### config.mk
export PLATFORM = sky130hd
export DESIGN_NAME = sram_arbiter
export DESIGN_NICKNAME = d
export VERILOG_FILES = /design/src/rtl/sram_arbiter_pkg.sv /design/src/rtl/sram_arbiter.sv
export SDC_FILE = /design/constraint.sdc
export NUM_CORES = 1
export LEC_CHECK = 0
export ABC_AREA = 0
export BUFFER_PORTS_ARGS = -buffer_cell sky130_fd_sc_hd__buf_2
export CORE_MARGIN = 8
export CORE_UTILIZATION = 45
export DETAILED_ROUTE_END_ITERATION = 10
export GPL_ROUTABILITY_DRIVEN = 1
export PLACE_DENSITY_LB_ADDON = 0.15
export SLEW_MARGIN = 20
export SYNTH_ARGS = -nofsm -noshare
export SYNTH_HDL_FRONTEND = slang
export SYNTH_SLANG_ARGS = --single-unit
export TNS_END_PERCENT = 30
### constraint.sdc
create_clock -name clk -period 2.5 [get_ports clk]
set_clock_uncertainty 0.05 [all_clocks]
set_input_delay 0.25 -clock clk [delete_from_list [all_inputs] [get_ports clk]]
set_output_delay 0.25 -clock clk [all_outputs]
set_load 0.02 [all_outputs]
### src/rtl/sram_arbiter_pkg.sv
// sram_arbiter_pkg: shared types and constants for the SRAM port arbiter
package sram_arbiter_pkg;
    localparam int RAM_ADDR_W = 20;
    typedef logic Bit_t;
    typedef logic [31:0] Word_t;
    typedef logic [RAM_ADDR_W-1:0] Ram_addr_t;
    typedef enum logic [1:0] {S_IDLE, S_ACCESS, S_DONE} Arb_state_t;
    typedef enum logic {OWNER_IF, OWNER_MEM} Arb_owner_t;
endpackage

### src/rtl/sram_arbiter.sv
// sram_arbiter: round-robin IF/MEM arbiter serialising accesses onto one SRAM controller
module sram_arbiter
    import sram_arbiter_pkg::*;
#(
    parameter int ACCESS_CYCLES = 3,
    parameter int RAM_ADDR_W = sram_arbiter_pkg::RAM_ADDR_W
) (
    input  logic                  clk,
    input  logic                  rst_n,
    input  logic                  if_req,
    input  logic [31:0]           if_addr,
    output logic [31:0]           if_rdata,
    output logic                  if_stall,
    input  logic                  mem_rd,
    input  logic                  mem_wr,
    input  logic [31:0]           mem_addr,
    input  logic [31:0]           mem_wdata,
    input  logic [3:0]            mem_be,
    output logic [31:0]           mem_rdata,
    output logic                  mem_stall,
    output logic                  sc_read_op,
    output logic                  sc_write_op,
    output logic [RAM_ADDR_W-1:0] sc_addr,
    output logic [3:0]            sc_byte_mask,
    output logic [31:0]           sc_wdata,
    input  logic [31:0]           sc_rdata
);
    localparam int CW = $clog2(ACCESS_CYCLES + 1);
    localparam logic [CW-1:0] LAST = CW'(ACCESS_CYCLES);

    Arb_state_t    state;
    Arb_owner_t    last_owner;
    logic [CW-1:0] cnt;
    logic          mem_req, pick_mem, pick_wr, unused;

    assign mem_req   = mem_rd | mem_wr;
    // MEM wins when alone, or when both request and IF had the previous grant
    assign pick_mem  = mem_req & (~if_req | (last_owner == OWNER_IF));
    assign pick_wr   = pick_mem & mem_wr;
    assign if_stall  = if_req & ~(state == S_DONE && last_owner == OWNER_IF);
    assign mem_stall = mem_req & ~(state == S_DONE && last_owner == OWNER_MEM);
    assign unused    = ^{if_addr[31:RAM_ADDR_W+2], if_addr[1:0], mem_addr[31:RAM_ADDR_W+2], mem_addr[1:0]};

    // grant in idle, hold the strobe for ACCESS_CYCLES, capture read data, then one done cycle
    always_ff @(posedge clk or negedge rst_n) begin
        if (!rst_n) begin
            state        <= S_IDLE;
            cnt          <= '0;
            last_owner   <= OWNER_IF;
            sc_read_op   <= 1'b0;
            sc_write_op  <= 1'b0;
            sc_addr      <= '0;
            sc_byte_mask <= '0;
            sc_wdata     <= '0;
            if_rdata     <= '0;
            mem_rdata    <= '0;
        end else begin
            case (state)
                S_IDLE: if (if_req | mem_req) begin
                    last_owner   <= pick_mem ? OWNER_MEM : OWNER_IF;
                    sc_addr      <= pick_mem ? mem_addr[RAM_ADDR_W+1:2] : if_addr[RAM_ADDR_W+1:2];
                    sc_byte_mask <= pick_wr ? mem_be : 4'hF;
                    sc_wdata     <= mem_wdata;
                    sc_write_op  <= pick_wr;
                    sc_read_op   <= ~pick_wr;
                    cnt          <= CW'(1);
                    state        <= S_ACCESS;
                end
                S_ACCESS: begin
                    cnt <= cnt + 1'b1;
                    if (cnt == LAST) begin
                        if (sc_read_op && last_owner == OWNER_IF) if_rdata <= sc_rdata;
                        if (sc_read_op && last_owner == OWNER_MEM) mem_rdata <= sc_rdata;
                        sc_read_op  <= 1'b0;
                        sc_write_op <= 1'b0;
                        cnt         <= '0;
                        state       <= S_DONE;
                    end
                end
                default: state <= S_IDLE;
            endcase
        end
    end
endmodule

After elaboration in Yosys (flattened, before gate mapping) --
Cells that the tools add are included.
Operators by class: mux-type cells 13, bitwise gates (word level) 12, $mul 0, reductions and logical operators 12, $lt $le $gt $ge 0, eq/ne operators 5, shifts and indexed selects 0, add/sub/neg operators 1, div/mod/pow operators 0
Operators by type and width (count):
- $mux 20 | 1
- $reduce_and 3->1 | 3
- $pmux 2 s2 | 2
- $mux 2 | 3
- $reduce_and 2->1 | 3
- $not 1->1 | 5
- $and 1x1->1 | 4
- $eq 2x2->1 const B | 2
- $logic_and 1x1->1 | 4
- $mux 1 | 4
- $mux 4 | 1
- $ne 2x2->1 const B | 2
- $pmux 1 s2 | 2
- $or 1x1->1 | 3
- $add 2x1->2 const B | 1
- $eq 2x1->1 const B | 1
- $logic_not 2->1 | 1
- $reduce_bool 2->1 | 1
Storage, ports and cells: memories 0, bits in read-only memories 0, input port bits 137, flip-flop bits (word level) 127, output and inout port bits 124, word-level logic and storage cells 53, RAM bits 0, bits in latches 0

Depth between registers and ports, before layout --
Gate-level depths: netlist of the first run.
depth after elaboration 7, depth in mapped cells 7, mapped depth without buffers 4

Worst setup path before layout of the first run --
Ideal clock, no wire load.
kind register -> register, start register cnt[0], end register if_rdata[10], library setup time 0.128 ns, slack 0.784 ns, path buffers 1, data arrival time 1.539 ns, stages on the path, launching flop included 6, required time 2.322 ns, clock period less this slack 1.716 ns, cells stage by stage dfrtp_1 -> ha_1 -> nand3b_1 -> nor3b_2 -> buf_2 -> mux2_1
Between the ends: word-level cells in the longest chain between the ends 2
RTL lines:
- from (decl) | RTL line sram_arbiter.sv:33 | logic [CW-1:0] cnt;
- from (signal assigned) | RTL line sram_arbiter.sv:70 | cnt <= cnt + 1'b1;
- $eq 2x2->1 | RTL line sram_arbiter.sv:71 | if (cnt == LAST) begin
- $reduce_and 3->1 (no line)
- to (signal assigned) | RTL line sram_arbiter.sv:72 | if (sc_read_op && last_owner == OWNER_IF) if_rdata <= sc_rdata;
- to (decl) | RTL line sram_arbiter.sv:12 | output logic [31:0] if_rdata,
No other way between the ends. A chain may end at the register's enable or synchronous reset.

Worst setup path after layout of the first run --
start register state[0], end register sc_wdata[31]
Between the ends: word-level cells in the longest chain between the ends 2
RTL lines:
- from (decl) | RTL line sram_arbiter.sv:31 | Arb_state_t state;
- from (signal assigned) | RTL line sram_arbiter.sv:47 | state <= S_IDLE;
- from (signal assigned) | RTL line sram_arbiter.sv:67 | state <= S_ACCESS;
- from (signal assigned) | RTL line sram_arbiter.sv:77 | state <= S_DONE;
- $logic_not 2->1 | RTL line sram_arbiter.sv:58 | case (state)
- $reduce_and 2->1 (no line)
- to (signal assigned) | RTL line sram_arbiter.sv:63 | sc_wdata <= mem_wdata;
- to (decl) | RTL line sram_arbiter.sv:25 | output logic [31:0] sc_wdata,
No other way between the ends.

==> results of run 1 <==
## sequential cells by signal, indices dropped and copies added, names as in the netlist
| signal | count |
|---|---|
| sc_byte_mask | 4 |
| cnt | 2 |
| sc_wdata | 32 |
| last_owner | 1 |
| sc_write_op | 1 |
| state | 2 |
| mem_rdata | 32 |
| if_rdata | 32 |
| sc_read_op | 1 |
| sc_addr | 20 |
## cell usage after synthesis (2+ instances only)
| cell | number | area share (%) |
|---|---|---|
| a31oi_1 | 2 | 0.24 |
| nor2_1 | 2 | 0.15 |
| clkbuf_1 | 6 | 0.44 |
| nand2_1 | 3 | 0.22 |
| a21oi_1 | 41 | 4.0 |
| buf_2 | 8 | 0.78 |
| mux2_4 | 31 | 9.1 |
| o22a_1 | 4 | 0.68 |
| dfrtp_1 | 127 | 62 |
| buf_6 | 7 | 1.5 |
| mux2i_1 | 20 | 3.9 |
| mux2_1 | 66 | 14 |
| inv_1 | 4 | 0.29 |
| nand2b_1 | 2 | 0.24 |
## stage by stage
stage	hold WS (ns)	utilization, %	total power [mW]	cell area [µm²]	cells
final	0.0195	62.2	10.3	7010	732
after global routing	0.0101	62.2	10.9	7010	732
after CTS	0.00237	62.2	10.4	7010	732
after detailed placement	0.237	57.2	8.14	6450	702
after global placement	0.233	57.2	8.01	6450	702
after floorplan	-0.0956	-	6.59	5140	337
## cells by family (layout without fill, tap and decap cells)
family / after synthesis / after routing / share of synthesized area, %
AO/OA/AOI/OAI: 53 / 53 / 5.77
adder cells (fa/ha/maj): 1 / 1 / 0.244
buffers and inverters: 25 / 277 / 3.04
flip-flops: 127 / 127 / 61.9
multiplexers: 117 / 117 / 27.4
AND/OR/NAND/NOR: 14 / 14 / 1.66
## metal layers
| layer | track usage (%) | vias up | part of all wire [%] | wire, µm |
|---|---|---|---|---|
| met5 | 0 | - | 0 | 0 |
| met4 | 7.24 | 0 | 1.6 | 217 |
| met3 | 7.36 | 19 | 9.7 | 1280 |
| met2 | 29.5 | 150 | 50 | 6620 |
| met1 | 20.3 | 1795 | 39 | 5100 |
| li1 | - | 1687 | - | - |
## critical path: stages, from the launching register on
cell and delay, ns:
dfrtp_1 0.42, nor2_1 0.18, and2_4 0.75, mux2_1 0.39
## area by class of cell
cell class / count / area (µm²)
well taps: 143 / 179
clock inverters: 1 / 30.0
clock buffers: 26 / 499
inverters: 4 / 15.0
multi-input cells: 185 / 1820
repair buffers: 246 / 1290
fillers: 893 / 4260
flip-flops and latches: 127 / 3180
## power by group through the flow
| stage | clock network [mW] | logic [mW] | registers, mW |
|---|---|---|---|
| finish | 2.22 | 4.43 | 3.62 |
| global route | 2.37 | 4.76 | 3.75 |
| CTS | 2.28 | 4.52 | 3.63 |
| detailed placement | 0 | 4.51 | 3.63 |
| global placement | 0 | 4.42 | 3.59 |
| floorplan | 0 | 1.77 | 4.82 |
## worst max path at each step
| stage | slack, ns | cells after the start | from | to |
|---|---|---|---|---|
| after floorplan | 0.78 | 5 | cnt[0]$_DFFE_PN0P_ | if_rdata[10]$_DFFE_PN0P_ |
| after global placement | 0.64 | 3 | state[0]$_DFFE_PN0P_ | sc_wdata[31]$_DFFE_PN0P_ |
| after detailed placement | 0.57 | 3 | state[0]$_DFFE_PN0P_ | sc_wdata[31]$_DFFE_PN0P_ |
| after CTS | 0.57 | 3 | state[0]$_DFFE_PN0P_ | sc_wdata[31]$_DFFE_PN0P_ |
| after global routing | 0.43 | 3 | state[0]$_DFFE_PN0P_ | sc_wdata[31]$_DFFE_PN0P_ |
| final | 0.54 | 3 | state[0]$_DFFE_PN0P_ | sc_wdata[31]$_DFFE_PN0P_ |
## repair_timing
action                                  in CTS  in global routing
hold endpoints to repair                    44                  0
hold buffers                                 3                  0
endpoints found under the setup margin       0                  0
## cells in the final DEF, fill, tap and decap left out, drive strengths merged, types with 2 or more instances in the layout
master       count
dlygate4sd3      3
a21oi           41
inv              4
dfrtp          127
a31oi            2
o22a             4
nand2b           2
buf            243
mux2i           20
mux2            97
clkbuf          26
nor2             2
nand2            3
==> out/qor.yml, run 1 <==
dp_hpwl_um: 9710
end_kind: "register"
yosysSeqAreaShare_pct: 61.9
dp_slack_ns: 0.572
synth.net_count: 475
synth-seq-cells: 127
synthDistinctLibCells: 28
die_area_mm2: 0.0151
wirelength_um: 13200
clkPwrFrac_pct: 21.6
clock_sinks: 127
p_leak_nw: 3.54
worst_pin_slew_ns: 0.921
powerDensity_mw_per_mm2: 1470
hold_start: "mem_be[3]"
grt_usage_pct: 17.9
p_sw_share_pct: 38.0
clockBufferDepth: 2
fin_nets: 719
drive_above_1_share_pct: 50.8
syn_to_final_growth_pct: 36.4
clockRootBuffer: "clkbuf_16"
coreArea_mm2: 0.0113
cp_data_arrival_time_ns: 2.19
relSlewSlack_pct: 38.6
clk_pin_slew_worst_paths_ns: 0.05
wl_per_cell_um: 18.0
antenna_left: 0
via_per_inst: 4.99
maxCapViolCount: 0
ir_drop_mv: 0.819
hold_depth: 2
post_cts.repair.setup_buffers: 0
p_switching_mw: 3.90
worstPathRequired_ns: 2.73
cts_max_level: 4
tns_ns: 0
die_w_um: 123
hold_violations: 0
startpoint_type: "register"
diodes: 0
overflow: 0
drc: 0
ys.flop_type: "dfrtp_1"
combPwrFrac_pct: 43.1
report.final.slew_viol_count: 0
cts_tree: "built"
cts_resized: 0
r2r-start: "state[0]$_DFFE_PN0P_"
intPower_mw: 6.37
numCtsBuffers: 17
gp_congestion: 0.750
insertion_delay_ns: 0.40
die_h_um: 123
layout_min_cycle_time_ns: 1.96
netlist_instances: 337
io_buffers: 236
ys_warn_count: 0
p_seq_share_pct: 35.3
final.period_utilization_pct: 78.5
setup_violations: 0
dr_total_vias: 3651
first_iter_violations: 208
hold_class: "primary input to register"
placementRows: 39
status: "completed"
syn_area_mm2: 0.00514
grt_pass1_wl_um: 21000
synth_enable_flop_cells: 0
max_freq_ghz: 0.509
rsz0062_at_grt: "no"
rrSetupSlack_ns: 0.54
grt_antenna_before_repair: 0
avgSynthCellArea_um2: 15.2
async_flop_share_pct: 100
dr.pass1.iters: 6
num_io_pins: 261
critPathKind: "register to register"
timing.rr.end: "sc_wdata[31]$_DFFE_PN0P_"
min_to: "sc_byte_mask[3]$_DFFE_PN0P_"
start_util_pct: 45.6
critPathMaxFanout: 60
grt_pass1_vias: 4137
grt_max_degree: 61
rr_worst_depth: 3
setup_slack_ns: 0.537
No activity file was read; power rests on OpenSTA's default activity.
==> inputs of run 2 (changes only) <==
--- a/config.mk
+++ b/config.mk
@@ -8,7 +8,7 @@
 export ABC_AREA = 0
 export BUFFER_PORTS_ARGS = -buffer_cell sky130_fd_sc_hd__buf_2
 export CORE_MARGIN = 8
-export CORE_UTILIZATION = 45
+export CORE_UTILIZATION = 41
 export DETAILED_ROUTE_END_ITERATION = 10
 export GPL_ROUTABILITY_DRIVEN = 1
 export PLACE_DENSITY_LB_ADDON = 0.15
==> constraint.sdc (replaced) <==
create_clock -name clk -period 1.8 [get_ports clk]
set_clock_uncertainty 0.05 [all_clocks]
set_input_delay 0.18 -clock clk [delete_from_list [all_inputs] [get_ports clk]]
set_output_delay 0.18 -clock clk [all_outputs]
set_load 0.02 [all_outputs]
==> run 2 against run 1 <==
Maximum frequency rose by 10%. Count of clock-buffer cells in the layout is 3 lower. Cell count rose by 16%. Sequential share of layout area fell by 5.7 points. Via count grew 8.8%. Hold slack got worse by 0.0034 ns. Die area rose by 8.5%. Cell area rose by 14%. Register-to-register slack lost 0.52 ns. Global-route usage up 0.26 points. Combinational power up 51%. Non-clock buffer count increased by 83. Largest cell class unchanged. Highest routed layer unchanged.
==> out/qor.yml, run 2 (synthesis gave the netlist of run 1 again) <==
grt_max_degree: 67
worst_pin_slew_ns: 0.345
rsz0062_at_grt: "yes"
fin_nets: 802
reg_top3: "if_rdata: 32 flops, mem_rdata: 32 flops, sc_wdata: 32 flops"
io_buffers: 236
grt_pass1_vias: 4396
critPathMaxFanout: 8
clk_pin_slew_worst_paths_ns: 0.05
critPathKind: "register to register"
report.final.slew_viol_count: 0
p_leak_nw: 3.99
multiInputGateArea_mm2: 0.00188
antenna_left: 0
tns_ns: 0
overflow: 0
insertion_delay_ns: 0.41
numCtsBuffers: 17
status: "completed"
cp_data_arrival_time_ns: 2.02
die_h_um: 128
report.power.total_mw: 14.9
dp_cells: 737
dr_total_vias: 3974
relSlewSlack_pct: 77.0
num_io_pins: 261
setup_violations: 0
syn_to_final_growth_pct: 56.1
cts_tree: "built"
clockBufferDepth: 2
drive_above_1_share_pct: 49.6
wl_per_cell_um: 17.9
layout_common_cells: "buf_2 (234), dfrtp_1 (127), dlygate4sd3_1 (72)"
rr_worst_depth: 6
max_freq_ghz: 0.562
final.period_utilization_pct: 98.8
via_per_inst: 4.69
grt_pass1_wl_um: 22900
timing.rr.end: "if_rdata[10]$_DFFE_PN0P_"
die_area_mm2: 0.0164
diodes: 0
placementRows: 41
clockRootBuffer: "clkbuf_16"
wirelength_um: 15200
rrSetupSlack_ns: 0.02
startpoint_type: "register"
hold_start: "mem_addr[13]"
hold_violations: 0
die_w_um: 128
grt_usage_pct: 18.2
ir_drop_mv: 0.899
final_common_cell: "buf_2"
first_iter_violations: 178
seqCellArea_mm2: 0.00318
gp_congestion: 0.728
layout_min_cycle_time_ns: 1.78
clock_sinks: 127
hold_class: "primary input to register"
end_kind: "register"
cts_max_level: 4
maxCapViolCount: 0
powerDensity_mw_per_mm2: 1860
hold_depth: 3
grt_antenna_before_repair: 0
dp_hpwl_um: 10000
dr.pass1.iters: 4
min_to: "sc_addr[11]$_DFFE_PN0P_"
r2r-start: "cnt[0]$_DFFE_PN0P_"
start_util_pct: 41.4
fill_cells: 996
coreArea_mm2: 0.0124
worstPathRequired_ns: 2.04
drc: 0
fin_cells: 848
run 2: metal layers:
metal / wire [µm] / vias to the layer above / track usage, % / share of wire, %
met5: 0 / - / 0 / 0
met4: 272 / 0 / 7.48 / 1.8
met3: 1130 / 22 / 7.28 / 7.5
met2: 7910 / 143 / 31.1 / 52
met1: 5880 / 1952 / 19.5 / 39
li1: - / 1857 / - / -
run 2: critical path: stages (launching register included):
cell	delay [ns]
dfrtp_1	0.36
ha_2	0.19
nand3b_1	0.14
nor3b_4	0.27
buf_6	0.17
clkbuf_16	0.17
mux2_4	0.30
run 2: where the power goes:
| part | internal (mW) | total (mW) | switching (mW) |
|---|---|---|---|
| combinational | 2.98 | 6.71 | 3.74 |
| sequential | 4.29 | 5.11 | 0.817 |
| clock | 1.94 | 3.11 | 1.16 |
| total | 9.21 | 14.9 | 5.72 |
run 2: per-stage QoR:
step | utilization [%] | area, µm² | worst slack, ns | hold slack [ns]
after global placement | 53.0 | 6580 | 0.0901 | 0.171
final | 64.6 | 8020 | 0.0220 | 0.0161
after floorplan | - | 5140 | 0.0839 | -0.166
after CTS | 63.2 | 7840 | 0.0141 | 0.0000809
after global routing | 64.6 | 8020 | -0.0700 | 0.0196
after detailed placement | 53.0 | 6580 | 0.0329 | 0.180
run 2: how the worst max path moves through the flow:
stage               depth (start not counted)                       end               start  slack [ns]
finish                                      6  if_rdata[10]$_DFFE_PN0P_  cnt[0]$_DFFE_PN0P_        0.02
global route                                6  if_rdata[15]$_DFFE_PN0P_  cnt[0]$_DFFE_PN0P_       -0.07
CTS                                         5  if_rdata[10]$_DFFE_PN0P_  cnt[0]$_DFFE_PN0P_        0.01
detailed placement                          5   if_rdata[5]$_DFFE_PN0P_  cnt[0]$_DFFE_PN0P_        0.03
global placement                            5   if_rdata[8]$_DFFE_PN0P_  cnt[0]$_DFFE_PN0P_        0.09
floorplan                                   5  if_rdata[10]$_DFFE_PN0P_  cnt[0]$_DFFE_PN0P_        0.08
run 2: what timing repair did:
item                                    in CTS  in global routing
hold buffers                                73                  0
resized for setup                            0                 23
setup buffers                                0                  4
hold endpoints to repair                   231                  0
endpoints found under the setup margin       0                 60
run 2: final cells by class:
type | count | area share, %
Multi-Input combinational cell | 185 | 23.5
Sequential cell | 127 | 39.6
Inverter | 4 | 0.187
Tap cell | 172 | 2.68
Timing Repair Buffer | 329 | 27.4
Clock inverter | 8 | 0.811
Clock buffer | 23 | 5.84
